==> src/rtl/led_pkg.sv <==
// Shared types and constants for the LED pattern generator.
package led_pkg;

  // Per-channel operating mode, encoded exactly as presented on cfg_mode.
  typedef enum logic [1:0] {
    MODE_OFF   = 2'b00,
    MODE_ON    = 2'b01,
    MODE_BLINK = 2'b10,
    MODE_PULSE = 2'b11
  } led_mode_e;

  // Width of the free-running brightness counter (duty resolution 1/16).
  localparam int unsigned PWM_W = 4;

endpackage : led_pkg

==> src/rtl/led_tick_prescaler.sv <==
// Divides the system clock down to a one-cycle pattern tick every TICK_DIV cycles.
module led_tick_prescaler #(
  parameter int unsigned TICK_DIV = 50_000_000
) (
  input  logic clk_in,
  input  logic rst_n,
  output logic tick
);

  localparam int unsigned CNT_W = (TICK_DIV > 1) ? $clog2(TICK_DIV) : 1;
  localparam logic [CNT_W-1:0] TERM = CNT_W'(TICK_DIV - 1);

  logic [CNT_W-1:0] cnt_q;
  logic [CNT_W-1:0] cnt_d;

  // Next count: wrap to zero after the terminal value.
  always_comb begin
    if (cnt_q == TERM) begin
      cnt_d = '0;
    end else begin
      cnt_d = cnt_q + CNT_W'(1);
    end
  end

  // Prescaler count register.
  always_ff @(posedge clk_in or negedge rst_n) begin
    if (!rst_n) begin
      cnt_q <= '0;
    end else begin
      cnt_q <= cnt_d;
    end
  end

  assign tick = (cnt_q == TERM);

endmodule : led_tick_prescaler

==> src/rtl/led_pattern_gen.sv <==
// Multi-channel LED pattern generator (OFF / ON / BLINK / PULSE per channel).
// Optional brightness control is compiled in with macro LED_PATTERN_PWM_EN;
// without it cfg_duty is ignored and lit LEDs are driven steadily.
module led_pattern_gen
  import led_pkg::*;
#(
  parameter int unsigned N_CH     = 8,
  parameter int unsigned TICK_DIV = 50_000_000,
  parameter int unsigned PER_W    = 4
) (
  input  logic             clk_in,
  input  logic             rst_n,
  input  logic             cfg_valid,
  output logic             cfg_ready,
  input  logic [4:0]       cfg_ch,
  input  logic [1:0]       cfg_mode,
  input  logic [PER_W-1:0] cfg_period,
  input  logic [3:0]       cfg_duty,
  output logic [N_CH-1:0]  led,
  output logic [N_CH-1:0]  busy
);

  logic tick_s;
  logic wr_en_s;
  logic cfg_ready_q;
  logic cfg_ready_d;

  led_mode_e        mode_q   [N_CH];
  led_mode_e        mode_d   [N_CH];
  logic [PER_W-1:0] period_q [N_CH];
  logic [PER_W-1:0] period_d [N_CH];
  logic [PER_W-1:0] cnt_q    [N_CH];
  logic [PER_W-1:0] cnt_d    [N_CH];
  logic             phase_q  [N_CH];
  logic             phase_d  [N_CH];

  logic [N_CH-1:0] lit_s;
  logic [N_CH-1:0] busy_s;
  logic [N_CH-1:0] gate_s;
  logic [N_CH-1:0] led_q;
  logic [N_CH-1:0] busy_q;

  led_tick_prescaler #(
    .TICK_DIV (TICK_DIV)
  ) u_prescaler (
    .clk_in (clk_in),
    .rst_n  (rst_n),
    .tick   (tick_s)
  );

  assign wr_en_s = cfg_valid & cfg_ready_q;

  // Ready drops for exactly one cycle after each accepted write.
  always_comb begin
    if (wr_en_s) begin
      cfg_ready_d = 1'b0;
    end else begin
      cfg_ready_d = 1'b1;
    end
  end

  // Per-channel next state: a write overrides (and swallows) a coincident tick.
  always_comb begin
    for (int i = 0; i < N_CH; i++) begin
      mode_d[i]   = mode_q[i];
      period_d[i] = period_q[i];
      cnt_d[i]    = cnt_q[i];
      phase_d[i]  = phase_q[i];
      if (wr_en_s && (cfg_ch == 5'(i))) begin
        mode_d[i]   = led_mode_e'(cfg_mode);
        period_d[i] = (cfg_period == '0) ? PER_W'(1) : cfg_period;
        cnt_d[i]    = '0;
        phase_d[i]  = 1'b1;
      end else if (tick_s) begin
        case (mode_q[i])
          MODE_BLINK: begin
            if (cnt_q[i] == period_q[i] - PER_W'(1)) begin
              cnt_d[i]   = '0;
              phase_d[i] = ~phase_q[i];
            end else begin
              cnt_d[i] = cnt_q[i] + PER_W'(1);
            end
          end
          MODE_PULSE: begin
            if (cnt_q[i] == period_q[i] - PER_W'(1)) begin
              cnt_d[i]  = '0;
              mode_d[i] = MODE_OFF;
            end else begin
              cnt_d[i] = cnt_q[i] + PER_W'(1);
            end
          end
          default: begin
            cnt_d[i] = '0;
          end
        endcase
      end else begin
        cnt_d[i] = cnt_q[i];
      end
    end
  end

  // Channel state and handshake registers.
  always_ff @(posedge clk_in or negedge rst_n) begin
    if (!rst_n) begin
      cfg_ready_q <= 1'b0;
      for (int i = 0; i < N_CH; i++) begin
        mode_q[i]   <= MODE_OFF;
        period_q[i] <= PER_W'(1);
        cnt_q[i]    <= '0;
        phase_q[i]  <= 1'b0;
      end
    end else begin
      cfg_ready_q <= cfg_ready_d;
      for (int i = 0; i < N_CH; i++) begin
        mode_q[i]   <= mode_d[i];
        period_q[i] <= period_d[i];
        cnt_q[i]    <= cnt_d[i];
        phase_q[i]  <= phase_d[i];
      end
    end
  end

  // Decode each channel's mode into lit/busy levels.
  always_comb begin
    lit_s  = '0;
    busy_s = '0;
    for (int i = 0; i < N_CH; i++) begin
      case (mode_q[i])
        MODE_ON:    lit_s[i] = 1'b1;
        MODE_BLINK: lit_s[i] = phase_q[i];
        MODE_PULSE: begin
          lit_s[i]  = 1'b1;
          busy_s[i] = 1'b1;
        end
        default:    lit_s[i] = 1'b0;
      endcase
    end
  end

`ifdef LED_PATTERN_PWM_EN
  logic [PWM_W-1:0] pwm_q;
  logic [PWM_W-1:0] duty_q [N_CH];
  logic [PWM_W-1:0] duty_d [N_CH];

  // Duty is captured with the rest of a valid channel write.
  always_comb begin
    for (int i = 0; i < N_CH; i++) begin
      if (wr_en_s && (cfg_ch == 5'(i))) begin
        duty_d[i] = cfg_duty;
      end else begin
        duty_d[i] = duty_q[i];
      end
    end
  end

  // Free-running PWM counter and per-channel duty registers.
  always_ff @(posedge clk_in or negedge rst_n) begin
    if (!rst_n) begin
      pwm_q <= '0;
      for (int i = 0; i < N_CH; i++) begin
        duty_q[i] <= 4'd15;
      end
    end else begin
      pwm_q <= pwm_q + PWM_W'(1);
      for (int i = 0; i < N_CH; i++) begin
        duty_q[i] <= duty_d[i];
      end
    end
  end

  // A lit channel is on only while the PWM counter is below its duty.
  always_comb begin
    for (int i = 0; i < N_CH; i++) begin
      gate_s[i] = (pwm_q < duty_q[i]);
    end
  end
`else
  logic unused_duty_s;
  assign unused_duty_s = ^cfg_duty;

  // Without brightness control lit channels are driven steadily.
  always_comb begin
    gate_s = '1;
  end
`endif

  // Registered LED and busy drive.
  always_ff @(posedge clk_in or negedge rst_n) begin
    if (!rst_n) begin
      led_q  <= '0;
      busy_q <= '0;
    end else begin
      led_q  <= lit_s & gate_s;
      busy_q <= busy_s;
    end
  end

  assign led       = led_q;
  assign busy      = busy_q;
  assign cfg_ready = cfg_ready_q;

endmodule : led_pattern_gen

==> config.mk <==
export PLATFORM = sky130hd
export DESIGN_NAME = led_pattern_gen
export DESIGN_NICKNAME = d
export VERILOG_FILES = /design/src/rtl/led_pkg.sv /design/src/rtl/led_tick_prescaler.sv /design/src/rtl/led_pattern_gen.sv
export SDC_FILE = /design/constraint.sdc
export NUM_CORES = 1
export LEC_CHECK = 0
export ABC_AREA = 1
export BUFFER_PORTS_ARGS = -buffer_cell sky130_fd_sc_hd__buf_4
export CELL_PAD_IN_SITES_DETAIL_PLACEMENT = 1
export CELL_PAD_IN_SITES_GLOBAL_PLACEMENT = 1
export CORE_MARGIN = 3
export CORE_UTILIZATION = 35
export CTS_CLUSTER_SIZE = 10
export DETAILED_ROUTE_END_ITERATION = 7
export PLACE_DENSITY_LB_ADDON = 0.1
export SKIP_CTS_REPAIR_TIMING = 1
export SKIP_LAST_GASP = 1
export SYNTH_ARGS = -nofsm -noshare
export SYNTH_HDL_FRONTEND = slang
export SYNTH_SLANG_ARGS = --single-unit
==> constraint.sdc <==
create_clock -name clk_in -period 2.15 [get_ports clk_in]
set_clock_uncertainty 0.1 [all_clocks]
set_input_delay 0.43 -clock clk_in [delete_from_list [all_inputs] [get_ports clk_in]]
set_output_delay 0.43 -clock clk_in [all_outputs]
set_load 0.05 [all_outputs]
### Word-level counts from Yosys, hierarchy flattened

Index checks and enable logic that the tools add are counted.

| storage, ports and cells | value |
|---|---|
| bits in registers | 131 |
| latch bits | 0 |
| memory bits (writable) | 0 |
| bits in read-only memories | 0 |
| input bits | 18 |
| output and inout port bits | 17 |
| logic and storage cells | 291 |
| memories kept | 0 |

| cells by class | value |
|---|---|
| add/subtract/negate cells | 17 |
| multiply operators | 0 |
| divide/modulo/power cells | 0 |
| order comparisons | 0 |
| equal/unequal tests | 40 |
| shifts and indexed selects | 0 |
| muxes and demuxes | 115 |
| bitwise operators | 9 |
| reduce and logical (&&, ||, !) cells | 74 |

Operator list:

| kind | count |
|---|---|
| $mux W4 | 33 |
| $mux W2 | 32 |
| $reduce_bool A2 Y1 | 32 |
| $reduce_and A3 Y1 | 16 |
| $mux W1 | 41 |
| $add A4 B1 Y4 const B | 8 |
| $eq A2 B2 Y1 const B | 16 |
| $eq A4 B4 Y1 | 8 |
| $reduce_or A2 Y1 | 16 |
| $sub A4 B1 Y4 const B | 8 |
| $add A26 B1 Y26 const B | 1 |
| $eq A26 B26 Y1 const B | 1 |
| $mux W26 | 1 |
| $eq A5 B3 Y1 const B | 4 |
| $eq A2 B1 Y1 const B | 8 |
| $pmux W1 S2 | 8 |
| $eq A5 B2 Y1 const B | 2 |
| $logic_and A1 B1 Y1 | 8 |
| $not A1 Y1 | 8 |
| $eq A5 B1 Y1 const B | 1 |
| $logic_not A5 Y1 | 1 |
| $logic_not A4 Y1 | 1 |
| $and A1 B1 Y1 | 1 |

### Longest topological paths before layout

| depth | value |
|---|---|
| depth after elaboration | 6 |
| depth in mapped cells | 12 |

### Modules after synthesis

From an unflattened synthesis, not the netlist that was laid out.

| second synthesis, totals | value |
|---|---|
| cells, all modules | 1043 |
| area total of the unflattened synthesis | 7397.1 um^2 |

Modules (own cells, without submodules):

| module | instances | cells each | area an instance (um^2) |
|---|---|---|---|
| led_pattern_gen | 1 | 829 | 5876.9 |
| led_tick_prescaler | 1 | 214 | 1520.2 |

### Worst setup path after synthesis

No wires, ideal clock.

| path | value |
|---|---|
| path type | register -> register |
| from | reg cfg_ready_q (netlist: cfg_ready) |
| to | reg phase_q[4] (netlist name) |
| setup time | 117 ps |
| arrival | 1664 ps |
| data required time | 1933 ps |
| slack | 269 ps |
| cell stages (with the launch flop) | 11 |
| buffers on the path | 1 |
| cells stage by stage | dfrtp_1 > nand2_1 > nor2_1 > nand2_1 > nor2_4 > inv_2 > buf_2 > nand2_1 > nand3_1 > nand2_1 > nand2_1 |

| on the way | value |
|---|---|
| longest elaborated chain between the ends | 4 |
| elaborated cells on any way between the ends | 7 |

Ends and longest elaborated chain:

| item | RTL line | source |
|---|---|---|
| start: declaration | led_pattern_gen.sv:25 | `logic cfg_ready_q;` |
| start signal: assignment | led_pattern_gen.sv:113 | `cfg_ready_q <= cfg_ready_d;` |
| $and A1 B1 Y1 (*) | led_pattern_gen.sv:51 | `assign wr_en_s = cfg_valid & cfg_ready_q;` |
| $logic_and A1 B1 Y1 (*) | led_pattern_gen.sv:69 | `if (wr_en_s && (cfg_ch == 5'(i))) begin` |
| $reduce_bool A2 Y1 (no line) | n/a |  |
| $reduce_and A3 Y1 (no line) | n/a |  |
| end signal: indexed assignment | led_pattern_gen.sv:118 | `phase_q[i] <= phase_d[i];` |
| end: declaration | led_pattern_gen.sv:34 | `logic phase_q [N_CH];` |

Every way passes the cells marked *; elsewhere a longest branch is shown, timed or not.
A chain may end at the register's enable or synchronous reset.

### Worst setup path in the final report

| path | value |
|---|---|
| from | reg u_prescaler.cnt_q[1] |
| to | reg phase_q[6] (netlist name) |

| on the way | value |
|---|---|
| longest elaborated chain between the ends | 3 |

Ends and longest elaborated chain:

| item | RTL line | source |
|---|---|---|
| start: declaration | led_tick_prescaler.sv:13 | `logic [CNT_W-1:0] cnt_q;` |
| start signal: assignment | led_tick_prescaler.sv:30 | `cnt_q <= cnt_d;` |
| $eq A26 B26 Y1 | led_tick_prescaler.sv:34 | `assign tick = (cnt_q == TERM);` |
| $reduce_bool A2 Y1 (no line) | n/a |  |
| $reduce_and A3 Y1 (no line) | n/a |  |

Every way passes these cells.

==> impl_metrics.env <==
export IMPL_layout_commonest_cell="nand2_1"
export IMPL_globalplace_congestion=0.7462
export IMPL_hold_depth=2
export IMPL_max_slew_margin_pct=66.87
export IMPL_area_growth_pct=17.68
export IMPL_pwr_share_seq_pct=39.3
export IMPL_routedWlPerCell_um=13.77
export IMPL_core_um2=21220
export IMPL_critical_path_required_ps=2370
export IMPL_place_inst=1348
export IMPL_start_util_pct=36.03
export IMPL_via_per_inst=4.686
export IMPL_fmax_mhz=513.8
export IMPL_port_buffers=30
export IMPL_ioPinCount=35
export IMPL_die_w_um=153.8
export IMPL_r2r_slack_ps=200
export IMPL_cp_max_fo=12
export IMPL_die_h_um=153.8
export IMPL_grt_pass1_wl_um=33260
export IMPL_first_pass_iters=4
export IMPL_rows=53
export IMPL_dieArea_um2=23650
export IMPL_yosys_area_top_type_share_pct=40.26
export IMPL_dp_hpwl_um=13810
export IMPL_peakVddDrop_mv=0.4214
export IMPL_htreeDepth=4
export IMPL_end_kind="register"
export IMPL_internal_power_w=0.005130
export IMPL_postSynthAreaPerCell_um2=7.358
export IMPL_drt_wl_total_um=19020
export IMPL_holdPathEnd="cfg_ready$_DFF_PN0_"
export IMPL_topRoutingLayerUsed="met4"
export IMPL_p_sw_share_pct=30.29
export IMPL_rsz0062_at_grt="false"
export IMPL_m1WireLength_um=9377
export IMPL_fin_cells=1381
export IMPL_finalMaxSlewViolations=0
export IMPL_antennaDiodeCount=0
export IMPL_timing_rr_end="phase_q[6]$_DFFE_PN0P_"
export IMPL_vias=6471
export IMPL_yosys_warnings=0
export IMPL_arrival_ps=2160
export IMPL_syn_inst=1039
export IMPL_grt_start_max_net_pins=48
export IMPL_worst_pin_slew_ps=497.0
export IMPL_nets=1128
export IMPL_drtIter0Drc=211
export IMPL_hold_viol_final=0
export IMPL_yosysSeqAreaShare_pct=43.01
export IMPL_power_density_nw_per_um2=818.1
export IMPL_netlist_area_um2=7645
export IMPL_wl_met2_um=8886
export IMPL_leakagePower_nw=4.757
export IMPL_yosysUniqueCellTypes=32
export IMPL_clkLatencyLatePin_ps=420
export IMPL_postRouteAntennaNets=0
export IMPL_drive_gt1_share_pct=13.02
export IMPL_ys_ff_latch=131
export IMPL_clk_pin_slew_ps=60
export IMPL_pwr_share_clk_pct=43.4
export IMPL_startpoint="u_prescaler.cnt_q[1]$_DFF_PN0_"
export IMPL_grt_antenna_before_repair=0
export IMPL_route_detailed_drc=0
export IMPL_layout_common_cells="379 x nand2_1, 144 x inv_1, 123 x dfrtp_1, 85 x nor2_1, 72 x nand3_1"
export IMPL_grt_ovfl_total=0
export IMPL_tritoncts="yes"
export IMPL_r2r_worst_path_cells=11
export IMPL_outcome="finished, final reports clean"
export IMPL_cts_root_buf="clkbuf_16"
export IMPL_syn_num_nets=1074
export IMPL_synthTopCellsByArea="dfrtp_1 40%, nand2_1 19%, inv_1 7.1%"
export IMPL_finalCriticalPeriod_ps=1946
export IMPL_grt_pass1_vias=6809
export IMPL_p_sw_w=0.002229
export IMPL_setup_viol=0
export IMPL_min_path_type="input port to register"
export IMPL_max_cap_violations=0
export IMPL_cts_buffers=17
export IMPL_synth_largest_area_cell="dfrtp_1"
export IMPL_clockBufferDepth=2
export IMPL_worstHoldStart="cfg_valid"
export IMPL_period_share_pct=90.52
export IMPL_startpoint_type="register"
export IMPL_r2r_start="u_prescaler.cnt_q[1]$_DFF_PN0_"
export IMPL_crit_type="register to register"
export IMPL_route_met3_wl_um=544
export IMPL_grt_use_total_pct=17.09
export IMPL_pwr_share_comb_pct=17.3
export IMPL_setup_tns_final_ps=0
export IMPL_cts_sinks=131
[cells in the mapped netlist, drive strengths merged]
library cell and count:
dfstp 8, buf 16, nor3b 2, o21ai 42
o21bai 3, xnor2 15, a21boi 1, dfrtp 123
clkbuf 11, nor3 10, nand2 394, nor2 88
xor2 22, nand3 89, ha 17, nand4 39
inv 149, nand3b 4, a31oi 1, a21oi 5
[final cells by class]
type,count,area [um^2]
Multi-Input combinational cell,732,3656
Fill cell,2660,12220
Clock buffer,18,439.2
Sequential cell,131,3288
Tap cell,275,344.1
Timing Repair Buffer,62,509.2
Clock inverter,14,200.2
Inverter,149,559.3
[worst max-delay path by stage]
stage | end | slack [ps] | cells past startpoint
6_report | phase_q[6]$_DFFE_PN0P_ | 200 | 11
2_1_floorplan | phase_q[4]$_DFFE_PN0P_ | 270 | 10
3_5_place_dp | mode_q[7]$_DFFE_PN0P_ | 160 | 10
3_3_place_gp | mode_q[13]$_DFFE_PN0P_ | 200 | 11
5_1_grt | phase_q[6]$_DFFE_PN0P_ | 3 | 11
4_1_cts | phase_q[0]$_DFFE_PN0P_ | 120 | 12
[stage by stage]
stage | worst slack, ps | util [%] | hold slack (ps) | power [W] | area, um^2
after detailed placement | 163.1 | 39.30 | 317.2 | 0.004233 | 8341
after floorplan | 268.7 | - | 34.41 | 0.003819 | 7645
after CTS | 124.9 | 42.32 | -142.0 | 0.007490 | 8980
final | 203.9 | 42.39 | 77.30 | 0.007359 | 8996
after global routing | 2.712 | 42.39 | 64.89 | 0.007819 | 8996
after global placement | 202.0 | 39.30 | 313.1 | 0.004192 | 8341
[state kept, by name, summed over array words and instances, names as in the netlist]
register / cells
cfg_ready: 1
mode_q: 16
cnt_q: 32
u_prescaler.cnt_q: 26
busy: 8
period_q: 32
phase_q: 8
led: 8
[critical path, cell delays in order (launching register included)]
cell and delay [ps]:
dfrtp_1 380, ha_1 190, nand3_2 110, inv_2 120
nand2_2 80, nor2_4 120, nand2_4 180, buf_4 250
nand2_8 80, nand3_1 90, nand2_1 80, nand2_1 40
[power by group through the flow]
stage / registers, W / logic, W / clock network [W]
floorplan: 0.00303 / 0.000786 / 0
finish: 0.00289 / 0.00128 / 0.00319
global route: 0.00293 / 0.00150 / 0.00339
global placement: 0.00293 / 0.00126 / 0
detailed placement: 0.00294 / 0.00130 / 0
CTS: 0.00289 / 0.00131 / 0.00329
[logic make-up after synthesis]
family / synth area share (%)
xor+xnor: 4.239
compound gates: 3.601
buf+inv: 9.247
fa+ha+maj: 2.782
flops: 43.01
simple gates: 37.12
[routing by layer]
metal | vias up | track usage [%]
met5 | - | 0
met2 | 56 | 28.03
met4 | 0 | 4.710
met1 | 3065 | 23.32
li1 | 3334 | -
met3 | 16 | 3.096
No activity file was read; power rests on OpenSTA's default activity.
